## src/rtl/dma_request_arbiter.sv

```systemverilog
// Round-robin arbiter sharing one DMA read/write channel between NUM_REQ
// tile requesters (0 = A loader, 1 = B loader, 2 = C writeback).
// One grant at a time: latch the owner's command, pulse dma_start, count
// per-beat dma_done, pulse done to the owner, then return to IDLE.
module dma_request_arbiter #(
    parameter int NUM_REQ = 3,
    parameter int ADDR_W  = 32,
    parameter int LEN_W   = 8,
    parameter int DATA_W  = 256
) (
    input  logic                      clk,
    input  logic                      rst,
    input  logic [NUM_REQ-1:0]        req,
    input  logic [NUM_REQ*ADDR_W-1:0] req_addr,
    input  logic [NUM_REQ*LEN_W-1:0]  req_len,
    input  logic [NUM_REQ-1:0]        req_write,
    input  logic [NUM_REQ*DATA_W-1:0] req_wdata,
    output logic [NUM_REQ-1:0]        gnt,
    output logic [NUM_REQ-1:0]        beat_valid,
    output logic [NUM_REQ-1:0]        done,
    output logic                      dma_start,
    output logic [ADDR_W-1:0]         dma_addr,
    output logic [LEN_W-1:0]          dma_len,
    output logic                      dma_write,
    output logic [DATA_W-1:0]         dma_wdata,
    input  logic                      dma_done,
    output logic                      busy,
    output logic                      err
);

    localparam int PTR_W = (NUM_REQ > 1) ? $clog2(NUM_REQ) : 1;

    typedef enum logic [1:0] {
        ST_IDLE = 2'd0,
        ST_XFER = 2'd1,
        ST_FIN  = 2'd2
    } state_t;

    state_t              state_q;
    logic [PTR_W-1:0]    rr_ptr_q;
    logic [LEN_W-1:0]    beat_cnt_q;
    logic [NUM_REQ-1:0]  gnt_q;
    logic [NUM_REQ-1:0]  done_q;
    logic                dma_start_q;
    logic [ADDR_W-1:0]   dma_addr_q;
    logic [LEN_W-1:0]    dma_len_q;
    logic                dma_write_q;
    logic                busy_q;
    logic                err_q;

    logic                sel_found_s;
    logic [PTR_W-1:0]    sel_idx_s;
    logic [NUM_REQ-1:0]  sel_onehot_s;
    logic [ADDR_W-1:0]   sel_addr_s;
    logic [LEN_W-1:0]    sel_len_s;
    logic                sel_write_s;
    logic                last_beat_s;

    // Round-robin search: first pending request starting at rr_ptr, wrapping.
    always_comb begin
        int idx_v;
        idx_v       = 0;
        sel_found_s = 1'b0;
        sel_idx_s   = '0;
        for (int k = 0; k < NUM_REQ; k++) begin
            idx_v = (int'(rr_ptr_q) + k) % NUM_REQ;
            if (!sel_found_s && req[idx_v]) begin
                sel_found_s = 1'b1;
                sel_idx_s   = PTR_W'(idx_v);
            end else begin
                sel_found_s = sel_found_s;
            end
        end
    end

    // Command fields of the selected requester.
    always_comb begin
        sel_onehot_s = {{(NUM_REQ-1){1'b0}}, 1'b1} << sel_idx_s;
        sel_addr_s   = req_addr[int'(sel_idx_s)*ADDR_W +: ADDR_W];
        sel_len_s    = req_len[int'(sel_idx_s)*LEN_W +: LEN_W];
        sel_write_s  = req_write[sel_idx_s];
        last_beat_s  = (beat_cnt_q == (dma_len_q - LEN_W'(1'b1)));
    end

    // Write-data mux: OR of owner-qualified slices; zero while no grant is held.
    always_comb begin
        dma_wdata = '0;
        for (int i = 0; i < NUM_REQ; i++) begin
            dma_wdata = dma_wdata | ({DATA_W{gnt_q[i]}} & req_wdata[i*DATA_W +: DATA_W]);
        end
    end

    // Beat strobe to the owner; only beats seen while transferring count.
    always_comb begin
        if (dma_done && (state_q == ST_XFER)) begin
            beat_valid = gnt_q;
        end else begin
            beat_valid = '0;
        end
    end

    // Control FSM with registered grant, command and status outputs.
    always_ff @(posedge clk or posedge rst) begin
        if (rst) begin
            state_q     <= ST_IDLE;
            rr_ptr_q    <= '0;
            beat_cnt_q  <= '0;
            gnt_q       <= '0;
            done_q      <= '0;
            dma_start_q <= 1'b0;
            dma_addr_q  <= '0;
            dma_len_q   <= '0;
            dma_write_q <= 1'b0;
            busy_q      <= 1'b0;
            err_q       <= 1'b0;
        end else begin
            dma_start_q <= 1'b0;
            done_q      <= '0;
            if (dma_done && (state_q != ST_XFER)) begin
                err_q <= 1'b1;
            end
            case (state_q)
                ST_IDLE: begin
                    if (sel_found_s) begin
                        gnt_q       <= sel_onehot_s;
                        dma_addr_q  <= sel_addr_s;
                        dma_len_q   <= sel_len_s;
                        dma_write_q <= sel_write_s;
                        beat_cnt_q  <= '0;
                        busy_q      <= 1'b1;
                        if (int'(sel_idx_s) == NUM_REQ - 1) begin
                            rr_ptr_q <= '0;
                        end else begin
                            rr_ptr_q <= sel_idx_s + PTR_W'(1'b1);
                        end
                        if (sel_len_s != '0) begin
                            dma_start_q <= 1'b1;
                            state_q     <= ST_XFER;
                        end else begin
                            done_q  <= sel_onehot_s;
                            state_q <= ST_FIN;
                        end
                    end
                end
                ST_XFER: begin
                    if (dma_done) begin
                        beat_cnt_q <= beat_cnt_q + LEN_W'(1'b1);
                        if (last_beat_s) begin
                            done_q  <= gnt_q;
                            state_q <= ST_FIN;
                        end
                    end
                end
                ST_FIN: begin
                    gnt_q   <= '0;
                    busy_q  <= 1'b0;
                    state_q <= ST_IDLE;
                end
                default: begin
                    gnt_q   <= '0;
                    busy_q  <= 1'b0;
                    state_q <= ST_IDLE;
                end
            endcase
        end
    end

    assign gnt       = gnt_q;
    assign done      = done_q;
    assign dma_start = dma_start_q;
    assign dma_addr  = dma_addr_q;
    assign dma_len   = dma_len_q;
    assign dma_write = dma_write_q;
    assign busy      = busy_q;
    assign err       = err_q;

endmodule

```

## config.mk

```make
export PLATFORM = sky130hd
export DESIGN_NAME = dma_request_arbiter
export DESIGN_NICKNAME = d
export VERILOG_FILES = /design/src/rtl/dma_request_arbiter.sv
export SDC_FILE = /design/constraint.sdc
export NUM_CORES = 1
export LEC_CHECK = 0
export ABC_AREA = 1
export CAP_MARGIN = 30
export CORE_AREA = 2 2 473 475
export DETAILED_ROUTE_END_ITERATION = 7
export DIE_AREA = 0 0 475 477
export SLEW_MARGIN = 20
export SYNTH_ARGS = -nofsm -noshare
export SYNTH_HDL_FRONTEND = slang
export SYNTH_SLANG_ARGS = --single-unit
```

## constraint.sdc

```tcl
create_clock -name clk -period 3.5 [get_ports clk]
set_clock_uncertainty 0.1 [all_clocks]
set_input_delay 0.35 -clock clk [delete_from_list [all_inputs] [get_ports clk]]
set_output_delay 0.35 -clock clk [all_outputs]
set_load 0.005 [all_outputs]
```

==> flow_summary.json, run 1 <==
{
  "end_kind": "output port",
  "p_comb_share_pct": 83.7,
  "synth_area_leaders": "nand2_1, dfrtp_1, nand3_1, clkbuf_1, a21oi_1",
  "rsz0062_at_grt": "no",
  "layout_common_cells": "clkdlybuf4s50_1, nand2_1, nand3_1",
  "power_density_nw_per_um2": 601,
  "cts_setup_buffers": 0,
  "gp_congestion": 1.04,
  "slowest_stage": "clkdlybuf4s50_1",
  "synth_fa_ha_area_share_pct": 0.921,
  "synthMuxAreaShare_pct": 0,
  "synthCells": 1583,
  "start_util_pct": 3.68,
  "drt_iter0_drc": 1260,
  "synth_area_um2": 8150,
  "dp_hpwl_mm": 196,
  "synth_top_area_cell": "nand2_1",
  "firstDrtPassIters": 6,
  "setup.worst_path.class": "flip-flop to output port",
  "num-nets-final": 3626,
  "core_area_um2": 221000,
  "finalCritPeriodShare_pct": 86.1,
  "mostFrequentLayoutCell": "clkdlybuf4s50_1",
  "ctsResizeCount": 0,
  "seqPwrFrac_pct": 9.7,
  "yosys.area_share.simple_pct": 63.2,
  "fp-row-count": 173,
  "cts_sinks": 62,
  "hold_viol": 0,
  "grt_util_all_layers_pct": 17.8,
  "slew_violations": 0,
  "via_per_inst": 3.11,
  "p_leak_uw": 0.00881,
  "ys_ff_latch": 62,
  "cp.depth": 6,
  "ys_seq_area_share_pct": 19.0,
  "detail-route-antenna-nets": 0,
  "synth_warnings": 0,
  "clock.fmax_ghz": 0.332,
  "status": "finished clean",
  "worstPathCellList": "nor2_1, inv_1, nor2_1, inv_1, nor2_1, clkdlybuf4s50_1",
  "worstMarginPinSlew_ps": 702,
  "p_sw_share_pct": 55.8,
  "drc": 0,
  "power.switching_uw": 8140,
  "r2r_cells": 13,
  "synth_edf_count": 0,
  "grt_max_degree": 79,
  "setup_viol": 0,
  "vias": 18000,
  "area_growth_pct": 198,
  "path_buf_inv": 3,
  "cts-root-buf": "clkbuf_16",
  "cts_inserted_buffers": 9,
  "critPathMaxStageDelay_ps": 580,
  "globalRoute.totalOverflow": 0,
  "tritoncts": "done",
  "fin_util_pct": 11.0,
  "io_pins": 1206,
  "die_area_um2": 227000,
  "synth.net_count": 2486,
  "synthXorXnorAreaFrac_pct": 1.07,
  "required_ps": 3050,
  "drive_gt1_share_pct": 4.11,
  "final.min_clock_period_ps": 3010,
  "peakVddDrop_mv": 0.360,
  "worstPathArrival_ps": 2560,
  "synth_top_area_share_pct": 39.2,
  "ys.flop_type": "dfrtp_1",
  "relSlewSlack_pct": 53.1,
  "io_buffer_count": 1205,
  "avgSynthCellArea_um2": 5.15,
  "path_common_cell": "nor2_1",
  "p_int_uw": 6450,
  "grt_pass1_vias": 17700,
  "wl_per_cell_um": 36.4,
  "die_w_um": 475,
  "fill_cells": 25900,
  "ctsLongestPathBuffers": 2,
  "drv_cap": 0,
  "clkTransAtPathRegs_ps": 70,
  "ctsHoldBuffers": 0,
  "synth_cell_types": 38,
  "clock_latency_ps": 360,
  "cp_top_family": "buffers and inverters",
  "clkPwrFrac_pct": 6.6,
  "startpoint_type": "flip-flop",
  "hp-class": "primary input to async pin",
  "synth_top_family_by_area": "simple AND/OR/NAND/NOR gates",
  "antenna_found_initial": 352,
  "grt_pass1_wl_mm": 247,
  "crit_fanout": 8,
  "die_h_um": 477,
  "async_flop_share_pct": 100,
  "synth_compound_area_share_pct": 8.56,
  "htreeDepth": 3,
  "routed_wirelength_mm": 210,
  "setup_tns_ps": 0
}
-- cell families after synthesis --
kind of cell	count (synthesis)
and+or+nand+nor	1239
AOI/OAI and AO/OA	117
DFF	62
xor gates and xnor gates	10
adders and majority gates	6
buffers and inverters	149
-- Yosys cell counts, types with 5 or more instances --
library cell,instances
a21oi_1,57
a22oi_1,25
buf_2,11
clkbuf_1,89
dfrtp_1,62
ha_1,6
inv_1,39
nand2_1,851
nand3_1,290
nand4_1,5
nor2_1,64
nor2_2,8
nor3_1,5
o21ai_0,19
xor2_1,6
-- layout make-up --
type | instances | area [µm²] | share of cell area (%)
diodes | 68 | 170 | 0.701
clock buffers | 10 | 229 | 0.943
clock inverters | 6 | 70.1 | 0.289
inverters | 43 | 164 | 0.675
multi-input cells | 1372 | 6020 | 24.8
flip-flops and latches | 62 | 1560 | 6.44
well taps | 2975 | 3720 | 15.3
repair buffers | 1235 | 12300 | 50.8
-- sequential cells by signal (all words and copies together) (netlist names) --
register    cells
dma_write       1
dma_addr       32
beat_cnt_q      8
dma_len         8
busy            1
done            3
err             1
state_q         2
dma_start       1
gnt             3
rr_ptr_q        2
-- stage by stage --
step	cells	power, µW	setup WS, ps	hold WS, ps	instance area, µm²
3_5_place_dp	5687	14100	467	376	23800
6_report	5771	14600	485	250	24300
3_3_place_gp	5686	13900	744	368	23800
2_1_floorplan	1583	5420	1170	348	8150
4_1_cts	5703	15200	440	248	24100
5_1_grt	5729	15600	215	270	24200
-- power groups by stage --
stage                     sequential (µW)  combinational (µW)  clock (µW)
after floorplan                      1250                4170           0
after global placement               1410               12500           0
after detailed placement             1420               12700           0
after CTS                            1410               12700        1010
after global routing                 1450               13100        1030
final                                1410               12200         958
-- final timing paths --
check / start / end / slack [ps]
max reg2reg: rr_ptr_q[0] / dma_addr[25] / 500
max in group asynchronous: rst / dma_addr[11] / 2460
min reg2reg: state_q[1] / busy / 380
min: rst / dma_len[2] / 250
min in group clk: state_q[1] / busy / 380
max: state_q[1] / beat_valid[1] / 490
-- per-layer routing --
layer / global-route usage, % / routed length [µm] / up-vias
met5: 0.746 / 1650 / -
met2: 31.6 / 101000 / 1478
li1: - / - / 7452
met1: 17.7 / 70800 / 8175
met3: 9.99 / 28700 / 631
met4: 4.13 / 7490 / 224
Power figures use the tool's default switching activity.
==> run 2, diff against run 1 <==
SETUP_SLACK_MARGIN = 0.4   (was not set)
==> run 2 against run 1 <==
- the flow now finishes with violations (design-rule violations)
- wire length about the same
- final cell count about the same
- highest routed layer unchanged
- final area about the same
- die area unchanged
- global-route usage unchanged
- first-iteration DRC count decreased by 0.71%
- clock power about the same
- worst setup slack improved by 80 ps
- non-clock buffer count unchanged
- largest cell class unchanged
- flip-flop and latch count unchanged
- sequential power about the same
- combinational power about the same
==> flow_summary.json, run 2 (synthesis results as in run 1) <==
{
  "cts_inserted_buffers": 9,
  "io_pins": 1206,
  "grt_util_all_layers_pct": 17.8,
  "slew_violations": 0,
  "tritoncts": "done",
  "clkTransAtPathRegs_ps": 60,
  "startpoint_type": "flip-flop",
  "fill_cells": 25900,
  "hold_viol": 0,
  "routed_wirelength_mm": 210,
  "violations": "design-rule violations",
  "power_density_nw_per_um2": 602,
  "power.switching_uw": 8160,
  "end_kind": "output port",
  "globalRoute.totalOverflow": 0,
  "ctsHoldBuffers": 0,
  "dp_hpwl_mm": 196,
  "peakVddDrop_mv": 0.379,
  "grt_pass1_wl_mm": 247,
  "cts_sinks": 62,
  "die_w_um": 475,
  "grt_pass1_vias": 17700,
  "die_h_um": 477,
  "layout_common_cells": "clkdlybuf4s50_1, nand2_1, nand3_1",
  "setup.worst_path.class": "flip-flop to output port",
  "cts_setup_buffers": 0,
  "core_area_um2": 221000,
  "clkPwrFrac_pct": 6.6,
  "critPathMaxStageDelay_ps": 850,
  "num-nets-final": 3626,
  "p_int_uw": 6450,
  "drc": 1,
  "worstPathCellList": "buf_12, nand2_1, nand3_1, clkdlybuf4s50_1",
  "htreeDepth": 3,
  "io_buffer_count": 1205,
  "final.min_clock_period_ps": 2940,
  "gp_congestion": 1.04,
  "status": "finished, violations left",
  "wl_per_cell_um": 36.4,
  "p_comb_share_pct": 83.8,
  "required_ps": 3050,
  "slowest_stage": "clkdlybuf4s50_1",
  "crit_fanout": 75,
  "fp-row-count": 173,
  "worstPathArrival_ps": 2490,
  "via_per_inst": 3.13,
  "drt_iter0_drc": 1251,
  "firstDrtPassIters": 8,
  "largest_reg_flops": 32,
  "total_power_uw": 14600,
  "grt_max_degree": 79,
  "setup_tns_ps": 0,
  "hp-class": "primary input to async pin",
  "vias": 18000,
  "finalCritPeriodShare_pct": 83.9,
  "cts-root-buf": "clkbuf_16",
  "relSlewSlack_pct": 51.6,
  "clock_latency_ps": 360,
  "detail-route-antenna-nets": 0,
  "drive_gt1_share_pct": 4.18,
  "mostFrequentLayoutCell": "clkdlybuf4s50_1",
  "area_growth_pct": 198,
  "worstMarginPinSlew_ps": 725,
  "start_util_pct": 3.68,
  "p_sw_share_pct": 55.8,
  "die_area_um2": 227000,
  "antenna_found_initial": 352,
  "seqPwrFrac_pct": 9.7,
  "ctsResizeCount": 0,
  "drv_cap": 0,
  "clock.fmax_ghz": 0.341,
  "setup_viol": 0,
  "ctsLongestPathBuffers": 2,
  "p_leak_uw": 0.00882,
  "rsz0062_at_grt": "no"
}
==> run 2: per-stage QoR <==
step	std cells	util, %	setup slack (ps)	hold WS [ps]	instance area, µm²
final	5769	11.0	565	255	24300
after global routing	5729	10.9	402	270	24200
after CTS	5703	10.9	440	248	24100
after detailed placement	5687	10.8	467	376	23800
after global placement	5686	10.7	744	368	23800
after floorplan	1583	-	1170	348	8150
==> run 2: worst max-delay path, delay by kind of cell (launching register included) <==
family | cells | cell delay (ps)
buf+inv | 2 | 1190
flops | 1 | 580
simple gates | 2 | 210
==> run 2: path summary, 6_finish.rpt <==
path | slack, ps | end | startpoint | cells past startpoint
worst max-delay path | 560 | dma_wdata[77] | gnt[1] | 4
worst min-delay path | 250 | dma_len[2] | rst | 2
worst max register to register | 640 | state_q[0] | rr_ptr_q[0] | 17
worst min register to register | 390 | err | err | 1
max in group asynchronous | 2450 | dma_addr[11] | rst | 3
min in group clk | 390 | err | err | 1
==> run 2: layer usage <==
layer / vias up / part of all wire, % / global-route usage (%) / routed length (µm)
met5: - / 0.79 / 0.746 / 1650
li1: 7455 / - / - / -
met3: 639 / 14 / 9.99 / 28600
met1: 8254 / 34 / 17.7 / 70900
met4: 224 / 3.3 / 4.13 / 7030
met2: 1476 / 49 / 31.6 / 102000
==> run 2: power by group through the flow <==
stage / logic [µW] / registers (µW) / clock network, µW
after global routing: 13100 / 1450 / 1030
after global placement: 12500 / 1410 / 0
after detailed placement: 12700 / 1420 / 0
after floorplan: 4170 / 1250 / 0
after CTS: 12700 / 1410 / 1010
final: 12200 / 1410 / 959
==> run 2: layout make-up <==
class / count / area [µm²] / share of cell area, %
Multi-Input combinational cell: 1372 / 6030 / 24.8
Inverter: 43 / 165 / 0.680
Tap cell: 2975 / 3720 / 15.3
Clock buffer: 10 / 229 / 0.943
Timing Repair Buffer: 1235 / 12300 / 50.8
Clock inverter: 6 / 70.1 / 0.289
Sequential cell: 62 / 1560 / 6.44
Antenna cell: 66 / 165 / 0.680
==> run 3, diff against run 2 <==
CORE_AREA = 2 2 471 473   (was 2 2 473 475)
DIE_AREA = 0 0 473 475   (was 0 0 475 477)
clock period = 2.4 ns   (was 3.5 ns; I/O delays follow)
==> run 3 against run 2 <==
- the run ends with negative setup slack left
- clock power up 50%
- clock-buffer cell count unchanged
- utilization up 4.2 points
- non-clock buffer count up 284
- first-iteration DRC count up 40%
- critical path type is now flip-flop to flip-flop
==> flow_summary.json, run 3 (synthesis results as in run 1) <==
{
  "place_ws_ps": -266,
  "crit_fanout": 6,
  "routed_wirelength_mm": 247,
  "gp_congestion": 0.979,
  "start_util_pct": 3.72,
  "clock_latency_ps": 380,
  "die_w_um": 473,
  "ctsHoldBuffers": 0,
  "layout_common_cells": "clkdlybuf4s50_1, nand2_1, nand2_2",
  "detail-route-antenna-nets": 0,
  "largest_reg_flops": 32,
  "io_buffer_count": 1205,
  "hp-class": "primary input to async pin",
  "vias": 20400,
  "r2r_cells": 16,
  "relSlewSlack_pct": 62.5,
  "worstPathArrival_ps": 2790,
  "peakVddDrop_mv": 1.04,
  "dp_hpwl_mm": 207,
  "r2r_start": "rr_ptr_q[1]",
  "startpoint_type": "flip-flop",
  "firstDrtPassIters": 5,
  "final.min_clock_period_ps": 2620,
  "required_ps": 2570,
  "p_leak_uw": 0.0141,
  "cts_inserted_buffers": 9,
  "cts_sinks": 62,
  "finalWorstSetupSlack_ps": -218,
  "die_area_um2": 225000,
  "io_pins": 1206,
  "clock.fmax_ghz": 0.382,
  "tritoncts": "done",
  "grt_pass1_vias": 19000,
  "worstMarginPinSlew_ps": 561,
  "end_kind": "flip-flop",
  "power_density_nw_per_um2": 1030,
  "fp-row-count": 172,
  "violations": "negative setup slack",
  "num-nets-final": 3913,
  "globalRoute.totalOverflow": 0,
  "grt_util_all_layers_pct": 20.3,
  "fill_cells": 24700,
  "drc": 0,
  "setup_viol": 48,
  "ctsLongestPathBuffers": 2,
  "drive_gt1_share_pct": 38.9,
  "wl_per_cell_um": 41.2,
  "status": "finished, violations left",
  "timing.rr.end": "state_q[0]",
  "htreeDepth": 3,
  "die_h_um": 475,
  "cts-root-buf": "clkbuf_16",
  "drv_cap": 0,
  "rsz0062_at_grt": "yes",
  "finalCritPeriodShare_pct": 109,
  "hold_viol": 0,
  "clkTransAtPathRegs_ps": 70,
  "area_growth_pct": 308,
  "grt_pass1_wl_mm": 277,
  "setup.worst_path.class": "flip-flop to flip-flop",
  "grt_max_degree": 55,
  "slew_violations": 0,
  "drt_iter0_drc": 1751,
  "total_power_uw": 34300,
  "antenna_found_initial": 430,
  "core_area_um2": 219000,
  "mostFrequentLayoutCell": "clkdlybuf4s50_1",
  "via_per_inst": 3.41,
  "r2r_setup_slack_ps": -220
}
## run 3: changes by cell type in the layout (fill, tap and decap cells not counted), moves of 68 or more
cell,change
buf_12,+143
buf_6,+99
clkdlybuf4s50_1,-231
nand2_1,-328
nand2_2,+168
nand2_4,+157
nand3_1,-147
nand3_2,+68
nand3_4,+80
## run 3: worst max-delay path by stage
stage / slack [ps] / depth (start not counted) / endpoint / start
after CTS: -60 / 18 / state_q[0] / rr_ptr_q[1]
after floorplan: 200 / 15 / state_q[0] / rr_ptr_q[1]
after global placement: -90 / 14 / state_q[0] / req[2]
final: -220 / 16 / state_q[0] / rr_ptr_q[1]
after detailed placement: -270 / 10 / dma_addr[23] / req[2]
after global routing: -330 / 17 / state_q[0] / rr_ptr_q[0]
## run 3: layout make-up
type                    count  area [µm²]  area share, %
diodes                    106         265          0.797
well taps                2871        3590           10.8
multi-input cells        1375        9460           28.4
clock buffers              10         239          0.718
flip-flops and latches     62        1560           4.70
repair buffers           1519       17900           53.7
clock inverters             6        70.1          0.211
inverters                  43         206          0.620
## run 3: worst max-delay path: stages, from the launching register on
cell,delay (ps)
dfrtp_1,450
ha_4,290
buf_6,130
o21ai_4,130
nand2_4,80
buf_6,130
nand4_1,90
buf_6,130
nand3_4,130
nand2_2,130
nand2_2,80
nor2_2,150
nand2_1,90
nor2_2,150
nand2_4,100
nand2_4,90
nand2_2,40
## run 3: per-layer routing
layer	track usage (%)	vias to the layer above	share of wire, %
met5	2.47	-	0.79
met4	5.39	302	4.7
met3	15.1	839	17
met2	34.1	1747	46
met1	19.4	9414	32
li1	-	8147	-
## run 3: through the flow
stage	area (µm²)	hold WS (ps)	TNS, ps	utilization [%]	cells
2_1_floorplan	8200	287	0	-	1583
3_3_place_gp	25100	365	-1120	11.5	5614
3_5_place_dp	25100	380	-6330	11.5	5614
4_1_cts	28900	101	-1470	13.2	5767
5_1_grt	33100	148	-8920	15.1	5931
6_report	33300	110	-3970	15.2	5992
## run 3: repair_timing
action / CTS / global route
setup buffers: 91 / 81
pin swaps: 78 / 118
endpoints found under the setup margin: 325 / 324
gates cloned: 46 / 38
resized for setup: 773 / 810
## run 3: power breakdown
part	internal (µW)	switching, µW	total [µW]
combinational	14900	16000	30800
clock	837	605	1440
sequential	1520	465	1990
